<file path="src/rtl/pipe_pkg.sv">
// Shared front-end pipeline types: fetch slot layout, skid-stage states
// and a helper sizing a packed multi-lane fetch group.
package pipe_pkg;

  typedef struct packed {
    logic [31:0] pc;
    logic [31:0] instr;
    logic        valid;
  } fetch_slot_t;

  typedef enum logic [1:0] {
    EMPTY = 2'd0,
    HALF  = 2'd1,
    FULL  = 2'd2
  } stage_state_e;

  function automatic int group_bits(
    input int width,
    input int lanes
  );
    return lanes * (2 * width + 1);
  endfunction

endpackage

</file>
<file path="src/rtl/stage_skid_buf.sv">
// Generic 2-entry skid register: main feeds the outputs, skid catches
// the group that arrives while downstream stalls.
module stage_skid_buf
  import pipe_pkg::*;
#(
  parameter int DW = 8
) (
  input  logic          clk_in,
  input  logic          rst_in,
  input  logic          flush_in,
  input  logic          up_valid_in,
  output logic          up_ready_out,
  input  logic [DW-1:0] up_data_in,
  output logic          dn_valid_out,
  input  logic          dn_ready_in,
  output logic [DW-1:0] dn_data_out
);

  stage_state_e state_q, state_d;
  logic [DW-1:0] main_q, skid_q;
  logic acc, rel;
  logic ld_in, ld_skid, mv_skid;

  assign up_ready_out = (state_q != FULL);
  assign dn_valid_out = (state_q != EMPTY);
  assign dn_data_out  = main_q;

  assign acc = up_valid_in & up_ready_out;
  assign rel = dn_valid_out & dn_ready_in;

  always_comb begin
    state_d = state_q;
    ld_in   = 1'b0;
    ld_skid = 1'b0;
    mv_skid = 1'b0;
    if (flush_in) begin
      state_d = EMPTY;
    end else begin
      unique case (state_q)
        EMPTY: begin
          if (acc) begin
            state_d = HALF;
            ld_in   = 1'b1;
          end
        end
        HALF: begin
          if (acc && rel) begin
            ld_in = 1'b1;
          end else if (acc) begin
            state_d = FULL;
            ld_skid = 1'b1;
          end else if (rel) begin
            state_d = EMPTY;
          end
        end
        FULL: begin
          if (rel) begin
            state_d = HALF;
            mv_skid = 1'b1;
          end
        end
        default: state_d = EMPTY;
      endcase
    end
  end

  always_ff @(posedge clk_in or negedge rst_in) begin
    if (!rst_in) begin
      state_q <= EMPTY;
    end else begin
      state_q <= state_d;
    end
  end

  always_ff @(posedge clk_in or negedge rst_in) begin
    if (!rst_in) begin
      main_q <= '0;
      skid_q <= '0;
    end else begin
      unique case (1'b1)
        ld_in:   main_q <= up_data_in;
        mv_skid: main_q <= skid_q;
        default: ;
      endcase
      if (ld_skid) begin
        skid_q <= up_data_in;
      end
    end
  end

endmodule

</file>
<file path="src/rtl/ifid_skid_stage.sv">
// IF->ID multi-lane skid stage with flush; IFID_PERF_EN adds saturating
// stall/flush counters (ports tied to zero otherwise).
module ifid_skid_stage
  import pipe_pkg::*;
#(
  parameter int WIDTH     = 32,
  parameter int LANES     = 1,
  parameter int CNT_WIDTH = 16
) (
  input  logic                   clk_in,
  input  logic                   rst_in,
  input  logic                   flush_in,
  input  logic                   up_valid_in,
  output logic                   up_ready_out,
  input  logic [LANES*WIDTH-1:0] pc_in,
  input  logic [LANES*WIDTH-1:0] instr_in,
  input  logic [LANES-1:0]       lane_valid_in,
  output logic                   dn_valid_out,
  input  logic                   dn_ready_in,
  output logic [LANES*WIDTH-1:0] pc_out,
  output logic [LANES*WIDTH-1:0] instr_out,
  output logic [LANES-1:0]       lane_valid_out,
  output logic [CNT_WIDTH-1:0]   stall_cnt_out,
  output logic [CNT_WIDTH-1:0]   flush_cnt_out
);

  localparam int LW = LANES * WIDTH;
  localparam int GW = group_bits(WIDTH, LANES);

  logic [GW-1:0] grp_in, grp_out;

  assign grp_in = {lane_valid_in, instr_in, pc_in};

  stage_skid_buf #(
    .DW(GW)
  ) u_buf (
    .clk_in      (clk_in),
    .rst_in      (rst_in),
    .flush_in    (flush_in),
    .up_valid_in (up_valid_in),
    .up_ready_out(up_ready_out),
    .up_data_in  (grp_in),
    .dn_valid_out(dn_valid_out),
    .dn_ready_in (dn_ready_in),
    .dn_data_out (grp_out)
  );

  // Stale payload may linger after a flush; lane valids must not.
  assign pc_out         = grp_out[LW-1:0];
  assign instr_out      = grp_out[2*LW-1:LW];
  assign lane_valid_out = grp_out[GW-1:2*LW] & {LANES{dn_valid_out}};

`ifdef IFID_PERF_EN
  logic [CNT_WIDTH-1:0] stall_q, flush_q;

  always_ff @(posedge clk_in or negedge rst_in) begin
    if (!rst_in) begin
      stall_q <= '0;
      flush_q <= '0;
    end else begin
      if (dn_valid_out && !dn_ready_in && stall_q != '1) begin
        stall_q <= stall_q + 1'b1;
      end
      if (flush_in && dn_valid_out && flush_q != '1) begin
        flush_q <= flush_q + 1'b1;
      end
    end
  end

  assign stall_cnt_out = stall_q;
  assign flush_cnt_out = flush_q;
`else
  assign stall_cnt_out = '0;
  assign flush_cnt_out = '0;
`endif

endmodule

</file>
<file path="config.mk">
export PLATFORM = sky130hd
export DESIGN_NAME = ifid_skid_stage
export DESIGN_NICKNAME = d
export VERILOG_FILES = /design/src/rtl/pipe_pkg.sv /design/src/rtl/stage_skid_buf.sv /design/src/rtl/ifid_skid_stage.sv
export SDC_FILE = /design/constraint.sdc
export NUM_CORES = 1
export LEC_CHECK = 0
export CAP_MARGIN = 20
export CORE_AREA = 4 4 92 180
export CTS_CLUSTER_SIZE = 14
export DETAILED_ROUTE_END_ITERATION = 10
export DIE_AREA = 0 0 96 184
export GPL_TIMING_DRIVEN = 0
export PLACE_DENSITY = 0.84
export SLEW_MARGIN = 20
export SYNTH_ARGS = -nofsm -noshare
export SYNTH_HDL_FRONTEND = slang
export SYNTH_SLANG_ARGS = --single-unit
</file>
<file path="constraint.sdc">
create_clock -name clk_in -period 1.6 [get_ports clk_in]
set_input_delay 0.24 -clock clk_in [delete_from_list [all_inputs] [get_ports clk_in]]
set_output_delay 0.24 -clock clk_in [all_outputs]
set_load 0.01 [all_outputs]
</file>
==> results of run 1 <==
-- final cells by class --
cell class / instances / area [µm²] / area share
Sequential cell: 132 / 3304 / 0.3379
Multi-Input combinational cell: 246 / 2939 / 0.3005
Timing Repair Buffer: 166 / 1668 / 0.1705
Buffer: 115 / 1020 / 0.1043
Clock buffer: 20 / 446.7 / 0.04567
Tap cell: 198 / 247.7 / 0.02533
Clock inverter: 12 / 155.1 / 0.01586
-- path summary, 6_finish.rpt --
path | startpoint | to | cells after the start | slack [ns]
max | u_buf.state_q[0]$_DFFE_PN0P_ | u_buf.dn_data_out[32]$_DFFE_PN0P_ | 7 | -0.20
min | rst_in | u_buf.skid_q[5]$_DFFE_PN0P_ | 2 | 0.38
max reg2reg | u_buf.state_q[0]$_DFFE_PN0P_ | u_buf.dn_data_out[32]$_DFFE_PN0P_ | 7 | -0.20
min reg2reg | u_buf.skid_q[0]$_DFFE_PN0P_ | u_buf.skid_q[0]$_DFFE_PN0P_ | 1 | 0.50
max in group asynchronous | rst_in | u_buf.skid_q[29]$_DFFE_PN0P_ | 3 | 0.51
min in group clk_in | pc_in[3] | u_buf.skid_q[3]$_DFFE_PN0P_ | 2 | 0.48
-- cells in the final DEF (no fill, tap or decap) --
| master | n |
|---|---|
| dlygate4sd2_1 | 64 |
| nor2_4 | 1 |
| clkinv_2 | 2 |
| inv_6 | 1 |
| clkinvlp_4 | 5 |
| mux2_4 | 124 |
| clkbuf_1 | 2 |
| or2_4 | 1 |
| a21o_1 | 1 |
| nor2_1 | 2 |
| or3b_2 | 1 |
| bufinv_16 | 3 |
| nand3_2 | 1 |
| clkbuf_16 | 17 |
| dfrtp_1 | 131 |
| clkdlybuf4s50_1 | 68 |
| nand2b_4 | 2 |
| mux2_2 | 71 |
| buf_16 | 4 |
| buf_12 | 14 |
| nand2_1 | 2 |
| buf_2 | 2 |
| buf_8 | 2 |
| a21boi_0 | 1 |
| conb_1 | 32 |
| and2_4 | 1 |
| clkbuf_8 | 1 |
| a21oi_1 | 2 |
| dlygate4sd3_1 | 1 |
| o31ai_4 | 1 |
| nand2b_1 | 2 |
| buf_4 | 110 |
| dfrtp_2 | 1 |
| buf_6 | 16 |
| nor2b_2 | 1 |
| clkinv_4 | 1 |
-- per-layer routing --
layer	wire, µm	share of wire	vias to the layer above	global-route usage
met4	386	0.025	0	0.07583
met5	0	0	-	0
met3	579	0.038	23	0.03359
li1	-	-	1907	-
met2	8961	0.58	118	0.3420
met1	5433	0.35	2089	0.1862
-- critical path, cell delays in order, from the launching register on --
cell,delay (ns)
dfrtp_1,0.39
buf_6,0.12
nand2b_4,0.14
nor2_4,0.12
buf_12,0.17
buf_12,0.16
mux2_4,0.31
mux2_4,0.25
-- what timing repair did --
| action | in CTS | in global routing |
|---|---|---|
| setup endpoints to repair | 182 | 117 |
| pin swaps | 3 | 2 |
| hold buffers | 1 | 0 |
| gates cloned | 4 | 1 |
| setup buffers | 15 | 10 |
| resized for setup | 186 | 12 |
| endpoints found under the hold margin | 66 | 0 |
-- sequential cells by signal (all words and copies together) (netlist names) --
| name | flops |
|---|---|
| u_buf.state_q | 2 |
| u_buf.dn_data_out | 65 |
| u_buf.skid_q | 65 |
-- per-stage QoR --
stage          worst slack, ns  setup TNS (ns)  instances
2_1_floorplan         -0.05983          -3.110        495
6_report               -0.1982          -11.31        889
3_5_place_dp           -0.5555          -59.52        830
5_1_grt                -0.2617          -15.57        889
3_3_place_gp            -4.673         -669.14        829
4_1_cts                -0.2439          -12.37        882
-- where the power goes --
part           internal [mW]  switching, mW
clock                   2.49           1.45
sequential              4.16          0.454
combinational           2.05           1.00
-- cell families (layout without fill, tap and decap cells) --
logic type | count (synthesis) | in the layout
simple gates | 14 | 14
compound gates | 5 | 5
buf+inv | 117 | 313
mux | 195 | 195
other cells | 1 | 32
flops | 132 | 132
==> results.json, run 1 <==
{
  "maxSlewHeadroom": 0.6553,
  "synth-compound-area-share": 0.004866,
  "globalRouteOverflowTotal": 0,
  "drv_cap": 0,
  "clock_skew_ns": 0.006144,
  "wl_per_cell_um": 17.28,
  "clkTransAtPathRegs_ns": 0.06,
  "drc_errors": 0,
  "hold_ws_ns": 0.3775,
  "setup_slack_ns": -0.1982,
  "finalNetCount": 748,
  "yosysMostFrequentCell": "mux2_2",
  "drtIter0Drc": 78,
  "stdcell_area_mm2": 0.009781,
  "status": "complete, but fails checks",
  "synthMuxAreaShare": 0.3565,
  "vias": 4137,
  "slew_viol_final": 0,
  "grt_max_degree": 68,
  "final_core_util": 0.6395,
  "tritoncts": "done",
  "p_leak_nw": 4.691,
  "synthArstFlopShare": 1.000,
  "endpoint_kind": "flip-flop",
  "clk_path_buf_depth": 2,
  "synth_top_cell_area_share": 0.4941,
  "power_density_mw_per_mm2": 1187,
  "place_area_mm2": 0.008511,
  "drive_gt1_frac": 0.5543,
  "antenna_found_initial": 0,
  "ant_nets": 0,
  "rows": 64,
  "place_congestion": 0.8054,
  "synth.cells.most_frequent": "mux2_2, dfrtp_1, buf_4",
  "numClockSinks": 132,
  "fp.dieArea_mm2": 0.01766,
  "io_buffers": 136,
  "timing.critical_path.from_type": "flip-flop",
  "totalWireLength_um": 15360,
  "numCtsBuffers": 17,
  "arrival_ns": 2.08,
  "holdCritPathClass": "in2async",
  "synth_top_family_by_area": "multiplexers",
  "grt_pass1_wl_um": 24160,
  "worstSetupPathType": "reg2reg",
  "rsz0062_at_grt": "true",
  "dp_hpwl_um": 10510,
  "crit_required_ns": 1.88,
  "diodes": 0,
  "fp.coreArea_mm2": 0.01529,
  "tightest_slew_ns": 0.5170,
  "synthXorXnorAreaFrac": 0,
  "clock_latency_ns": 0.40,
  "fillers": 1138,
  "vdd_ir_drop_max_mv": 0.8949,
  "max_freq_ghz": 0.5561,
  "finalSetupViolCount": 67,
  "initial_utilization": 0.4371,
  "ys_ff_latch": 132,
  "cp_max_fo": 10,
  "grt_use_total": 0.1807,
  "syn_inst": 464,
  "synth-simple-area-share": 0.01254,
  "synth_edf_count": 0,
  "total_power_mw": 11.61,
  "die-width_um": 96,
  "syn_area_per_cell_um2": 14.41,
  "yosysWarnings": 0,
  "synth_area_leaders": "dfrtp_1, mux2_2, buf_4, mux2_4, buf_6",
  "grt_pass1_vias": 4666,
  "cts_root_buffer": "clkbuf_16",
  "synth_top_area_cell": "dfrtp_1",
  "htreeDepth": 4,
  "netlist_area_mm2": 0.006685,
  "vias_per_cell": 4.654,
  "finalHoldViolations": 0,
  "synthAdderAreaFrac": 0,
  "seq_area_frac_synth": 0.4941,
  "violations": "setup timing",
  "fin_crit_sh": 1.124,
  "dieHeight_um": 184,
  "ys.flop_type": "dfrtp_1",
  "synth_cell_types": 20,
  "syn_to_final_growth_pct": 46.30,
  "io_pins": 169,
  "dr.pass1.iters": 4,
  "post-route-min-period_ns": 1.798
}
Note: power is estimated with default switching activity, not from simulation.
==> run 2, diff against run 1 <==
--- a/config.mk
+++ b/config.mk
@@ -12,6 +12,7 @@
 export DIE_AREA = 0 0 96 184
 export GPL_TIMING_DRIVEN = 0
 export PLACE_DENSITY = 0.84
+export RECOVER_POWER = 50
 export SLEW_MARGIN = 20
 export SYNTH_ARGS = -nofsm -noshare
 export SYNTH_HDL_FRONTEND = slang
==> run 2 against run 1 <==
Critical path type unchanged. Largest power group unchanged. Sequential power about the same. Combinational power hardly changed. Final area is 0.15% lower. Fmax is the same. The run still ends with setup timing left.
==> results.json, run 2 (synthesis results as in run 1) <==
{
  "place_ws_ns": -0.5555,
  "fillers": 1142,
  "p_leak_nw": 4.685,
  "total_power_mw": 11.61,
  "slowest_stage": "dfrtp_1",
  "vias_per_cell": 4.654,
  "htreeDepth": 4,
  "hold_ws_ns": 0.4757,
  "die-width_um": 96,
  "power_density_mw_per_mm2": 1188,
  "fp.dieArea_mm2": 0.01766,
  "dr.pass1.iters": 4,
  "antenna_found_initial": 0,
  "totalWireLength_um": 15370,
  "grt_use_total": 0.1807,
  "io_pins": 169,
  "clkTransAtPathRegs_ns": 0.06,
  "numClockSinks": 132,
  "place_congestion": 0.8054,
  "final_core_util": 0.6385,
  "diodes": 0,
  "grt_pass1_wl_um": 24160,
  "grt_pass1_vias": 4666,
  "mostFrequentLayoutCell": "dfrtp_1",
  "place_area_mm2": 0.008511,
  "vias": 4137,
  "maxSlewHeadroom": 0.3752,
  "dp_hpwl_um": 10510,
  "endpoint_kind": "flip-flop",
  "arrival_ns": 2.08,
  "cts_root_buffer": "clkbuf_16",
  "dieHeight_um": 184,
  "fp.coreArea_mm2": 0.01529,
  "setup_tns_ns": -11.31,
  "slew_viol_final": 0,
  "io_buffers": 136,
  "drc_errors": 0,
  "finalHoldViolations": 0,
  "final_cell_mix": "dfrtp_1, mux2_4, buf_4, mux2_2, clkdlybuf4s50_1",
  "place_inst": 830,
  "syn_to_final_growth_pct": 46.08,
  "finalNonFillerCells": 889,
  "max_freq_ghz": 0.5561,
  "initial_utilization": 0.4371,
  "holdCritPathClass": "in2reg",
  "violations": "setup timing",
  "stdcell_area_mm2": 0.009766,
  "clock_skew_ns": 0.006144,
  "ant_nets": 0,
  "rows": 64,
  "timing.critical_path.from_type": "flip-flop",
  "drive_gt1_frac": 0.5543,
  "finalNetCount": 748,
  "slowest_delay_ns": 0.39,
  "cp_max_fo": 10,
  "status": "complete, but fails checks",
  "numCtsBuffers": 17,
  "globalRouteOverflowTotal": 0,
  "critPathBufInv": 3,
  "wl_per_cell_um": 17.28,
  "setup_slack_ns": -0.1982,
  "crit_required_ns": 1.88,
  "clock_latency_ns": 0.40,
  "tritoncts": "done",
  "path_cells": "buf_6, nand2b_4, nor2_4, buf_12, buf_12, mux2_4, mux2_4",
  "fin_crit_sh": 1.124,
  "grt_max_degree": 68,
  "rsz0062_at_grt": "true",
  "tightest_slew_ns": 0.9372,
  "drtIter0Drc": 78,
  "vdd_ir_drop_max_mv": 0.8949,
  "critical-path-top-delay-family": "multiplexers",
  "worstSetupPathType": "reg2reg",
  "post-route-min-period_ns": 1.798,
  "clk_path_buf_depth": 2,
  "finalSetupViolCount": 67,
  "drv_cap": 0
}
## run 2: power breakdown
group | switching [mW] | internal [mW]
registers | 0.454 | 4.16
logic | 1.00 | 2.05
clock network | 1.45 | 2.49
total | 2.90 | 8.70
## run 2: per-layer routing
layer | vias up | track usage | share of wire
li1 | 1907 | - | -
met3 | 23 | 0.03359 | 0.038
met5 | - | 0 | 0
met2 | 118 | 0.3420 | 0.58
met4 | 0 | 0.07583 | 0.025
met1 | 2089 | 0.1862 | 0.35
## run 2: cell type report
cell class,instances,area (µm²),area share
Timing Repair Buffer,166,1653,0.1693
Multi-Input combinational cell,246,2939,0.3010
Buffer,115,1020,0.1044
Tap cell,198,247.7,0.02537
Sequential cell,132,3304,0.3384
Clock buffer,20,446.7,0.04574
Clock inverter,12,155.1,0.01589
## run 2: worst register-to-register path: stages, from the launching register on
cell	delay, ns
dfrtp_1	0.39
buf_6	0.12
nand2b_4	0.14
nor2_4	0.12
buf_12	0.17
buf_12	0.16
mux2_4	0.31
mux2_4	0.25
## run 2: worst paths after layout
path,start,to,slack (ns),cells after the start
worst max-delay path,u_buf.state_q[0]$_DFFE_PN0P_,u_buf.dn_data_out[32]$_DFFE_PN0P_,-0.20,7
worst min-delay path,pc_in[3],u_buf.skid_q[3]$_DFFE_PN0P_,0.48,2
worst max register to register,u_buf.state_q[0]$_DFFE_PN0P_,u_buf.dn_data_out[32]$_DFFE_PN0P_,-0.20,7
worst min register to register,u_buf.skid_q[0]$_DFFE_PN0P_,u_buf.skid_q[0]$_DFFE_PN0P_,0.50,1
max in group asynchronous,rst_in,u_buf.skid_q[29]$_DFFE_PN0P_,0.18,3
min in group asynchronous,rst_in,u_buf.skid_q[5]$_DFFE_PN0P_,0.54,2
## run 2: repair_timing
item	4_1_cts	5_1_grt
setup buffers	15	10
resized for setup	186	12
setup endpoints to repair	182	117
endpoints found under the hold margin	66	0
gates cloned	4	1
hold buffers	1	0
pin swaps	3	2
==> run 3, diff against run 2 <==
--- a/config.mk
+++ b/config.mk
@@ -11,7 +11,7 @@
 export DETAILED_ROUTE_END_ITERATION = 10
 export DIE_AREA = 0 0 96 184
 export GPL_TIMING_DRIVEN = 0
-export PLACE_DENSITY = 0.84
+export PLACE_DENSITY = 0.81
 export RECOVER_POWER = 50
 export SLEW_MARGIN = 20
 export SYNTH_ARGS = -nofsm -noshare
==> constraint.sdc (replaced) <==
create_clock -name clk_in -period 2.3 [get_ports clk_in]
set_input_delay 0.345 -clock clk_in [delete_from_list [all_inputs] [get_ports clk_in]]
set_output_delay 0.345 -clock clk_in [all_outputs]
set_load 0.01 [all_outputs]
==> run 3 against run 2 <==
The flow now finishes without violations. Die area stayed put. Sequential share of layout area is 2.7 points higher. Global-route usage is 1.4 points lower. Non-clock buffer count is 26 lower. Setup slack better by 0.34 ns. Clock power is 30% lower. Hold slack better by 0.026 ns. Via count is 3.1% lower. First-iteration DRC count is 41% higher. Largest power group unchanged.
==> results.json, run 3 (synthesis results as in run 1) <==
{
  "antenna_found_initial": 0,
  "status": "complete, no violations",
  "final_core_util": 0.5911,
  "setup_tns_ns": 0,
  "numCtsBuffers": 17,
  "grt_use_total": 0.1668,
  "vias": 4009,
  "worstSetupPathType": "reg2out",
  "min_path_cells": 1,
  "fillers": 1223,
  "cts_resized": 0,
  "maxSlewHeadroom": 0.01018,
  "rows": 64,
  "swShare": 0.2497,
  "power_frac_comb": 0.249,
  "p_switching_mw": 1.981,
  "endpoint_kind": "output port",
  "mostFrequentLayoutCell": "mux2_2",
  "cp_max_fo": 5,
  "dr_wl_met2_um": 8436,
  "diodes": 0,
  "post_cts_buffers": 0,
  "tightest_slew_ns": 1.485,
  "drc_errors": 0,
  "rrSetupSlack_ns": 0.38,
  "r2r_start": "u_buf.state_q[1]$_DFFE_PN0P_",
  "htreeDepth": 4,
  "grt_pass1_vias": 4670,
  "clock_latency_ns": 0.41,
  "vias_per_cell": 4.645,
  "critPathBufInv": 1,
  "crit_path_end": "lane_valid_out",
  "internal-power_mw": 5.951,
  "dr.pass1.iters": 4,
  "slowest_delay_ns": 0.47,
  "crit_cells": 3,
  "io_buffers": 136,
  "p_seq_frac": 0.402,
  "finalSetupViolCount": 0,
  "drv_cap": 0,
  "crit_start": "u_buf.state_q[1]$_DFFE_PN0P_",
  "top_layer": "met4",
  "total_power_mw": 7.931,
  "rsz0062_at_grt": "false",
  "fp.dieArea_mm2": 0.01766,
  "vdd_ir_drop_max_mv": 0.5440,
  "routed-wl-met3_um": 652,
  "clkTransAtPathRegs_ns": 0.06,
  "dp_hpwl_um": 10630,
  "drive_gt1_frac": 0.5218,
  "rr_worst_depth": 5,
  "wl_met1_um": 4518,
  "grt_max_degree": 75,
  "power_density_mw_per_mm2": 877.3,
  "grt_pass1_wl_um": 22550,
  "finalNetCount": 722,
  "clock_skew_ns": 0.008901,
  "finalHoldViolations": 0,
  "numClockSinks": 132,
  "arrival_ns": 1.82,
  "clock_power_share": 0.349,
  "drtIter0Drc": 110,
  "cts_root_buffer": "clkbuf_16",
  "final_cell_mix": "mux2_2, dfrtp_1, clkdlybuf4s50_1, buf_4, mux2_4",
  "globalRouteOverflowTotal": 0,
  "fp.coreArea_mm2": 0.01529,
  "post-route-min-period_ns": 2.162,
  "dieHeight_um": 184,
  "place_congestion": 0.8023,
  "totalWireLength_um": 13970,
  "r2r-end": "u_buf.dn_data_out[33]$_DFFE_PN0P_",
  "clk_path_buf_depth": 2,
  "timing.critical_path.from_type": "flip-flop",
  "slowest_stage": "clkdlybuf4s50_1",
  "p_leak_nw": 4.101,
  "fin_crit_sh": 0.9398,
  "path_cells": "or2_2, and2_1, clkdlybuf4s50_1",
  "syn_to_final_growth_pct": 35.24,
  "io_pins": 169,
  "max_freq_ghz": 0.4626,
  "crit_required_ns": 1.96,
  "initial_utilization": 0.4371,
  "holdCritPathClass": "reg2reg",
  "critical-path-top-delay-family": "simple AND/OR/NAND/NOR gates",
  "ant_nets": 0,
  "slew_viol_final": 0,
  "die-width_um": 96,
  "wl_per_cell_um": 16.19,
  "tritoncts": "done"
}
-- run 3: cell count changes in the layout (fill, tap and decap cells not counted), moves of 2 or more --
cell	change
buf_2	+6
clkinv_4	+2
buf_4	-8
dlygate4sd2_1	-64
clkinvlp_4	-2
buf_6	-10
buf_12	-14
dlygate4sd3_1	+17
mux2_2	+74
buf_16	-3
clkdlybuf4s50_1	+50
mux2_4	-74
-- run 3: layout make-up --
type	count	area (µm²)	area share
Sequential cell	132	3303	0.3653
Multi-Input combinational cell	246	2620	0.2898
Timing Repair Buffer	138	1386	0.1533
Buffer	117	877.1	0.09701
Clock buffer	18	429.2	0.04747
Tap cell	198	247.7	0.02740
Clock inverter	14	177.7	0.01965
-- run 3: repair_timing --
item | CTS | global route
hold buffers | 1 | 0
hold endpoints to repair | 58 | 0
endpoints found under the setup margin | 0 | 0
-- run 3: per-layer routing --
metal / track usage / vias up
met4: 0.07526 / 0
met3: 0.03523 / 24
li1: - / 1852
met2: 0.3218 / 117
met5: 0 / -
met1: 0.1609 / 2016
-- run 3: power groups by stage --
stage / combinational, mW / clock, mW / sequential, mW
floorplan: 1.22 / 0 / 3.12
detailed placement: 2.03 / 0 / 3.23
CTS: 2.04 / 2.84 / 3.19
finish: 1.97 / 2.77 / 3.19
global route: 2.13 / 2.95 / 3.26
global placement: 1.95 / 0 / 3.18
-- run 3: how the worst min path moves through the flow --
stage	startpoint	end	slack (ns)
final	u_buf.skid_q[1]$_DFFE_PN0P_	u_buf.skid_q[1]$_DFFE_PN0P_	0.50
after global routing	u_buf.skid_q[28]$_DFFE_PN0P_	u_buf.skid_q[28]$_DFFE_PN0P_	0.51
after CTS	rst_in	u_buf.skid_q[4]$_DFFE_PN0P_	0.45
after detailed placement	rst_in	u_buf.skid_q[4]$_DFFE_PN0P_	0.30
after global placement	u_buf.skid_q[2]$_DFFE_PN0P_	u_buf.skid_q[2]$_DFFE_PN0P_	0.48
after floorplan	rst_in	u_buf.dn_data_out[0]$_DFFE_PN0P_	0.05
-- run 3: stage by stage --
stage | area [µm²] | cells | hold WS, ns | setup WS [ns]
2_1_floorplan | 6802 | 495 | 0.04941 | 0.5710
3_3_place_gp | 8411 | 829 | 0.4808 | -4.087
3_5_place_dp | 8443 | 830 | 0.2968 | 0.02276
4_1_cts | 9060 | 863 | 0.4499 | 0.1216
5_1_grt | 9041 | 863 | 0.5137 | 0.07846
6_report | 9041 | 863 | 0.5015 | 0.1384
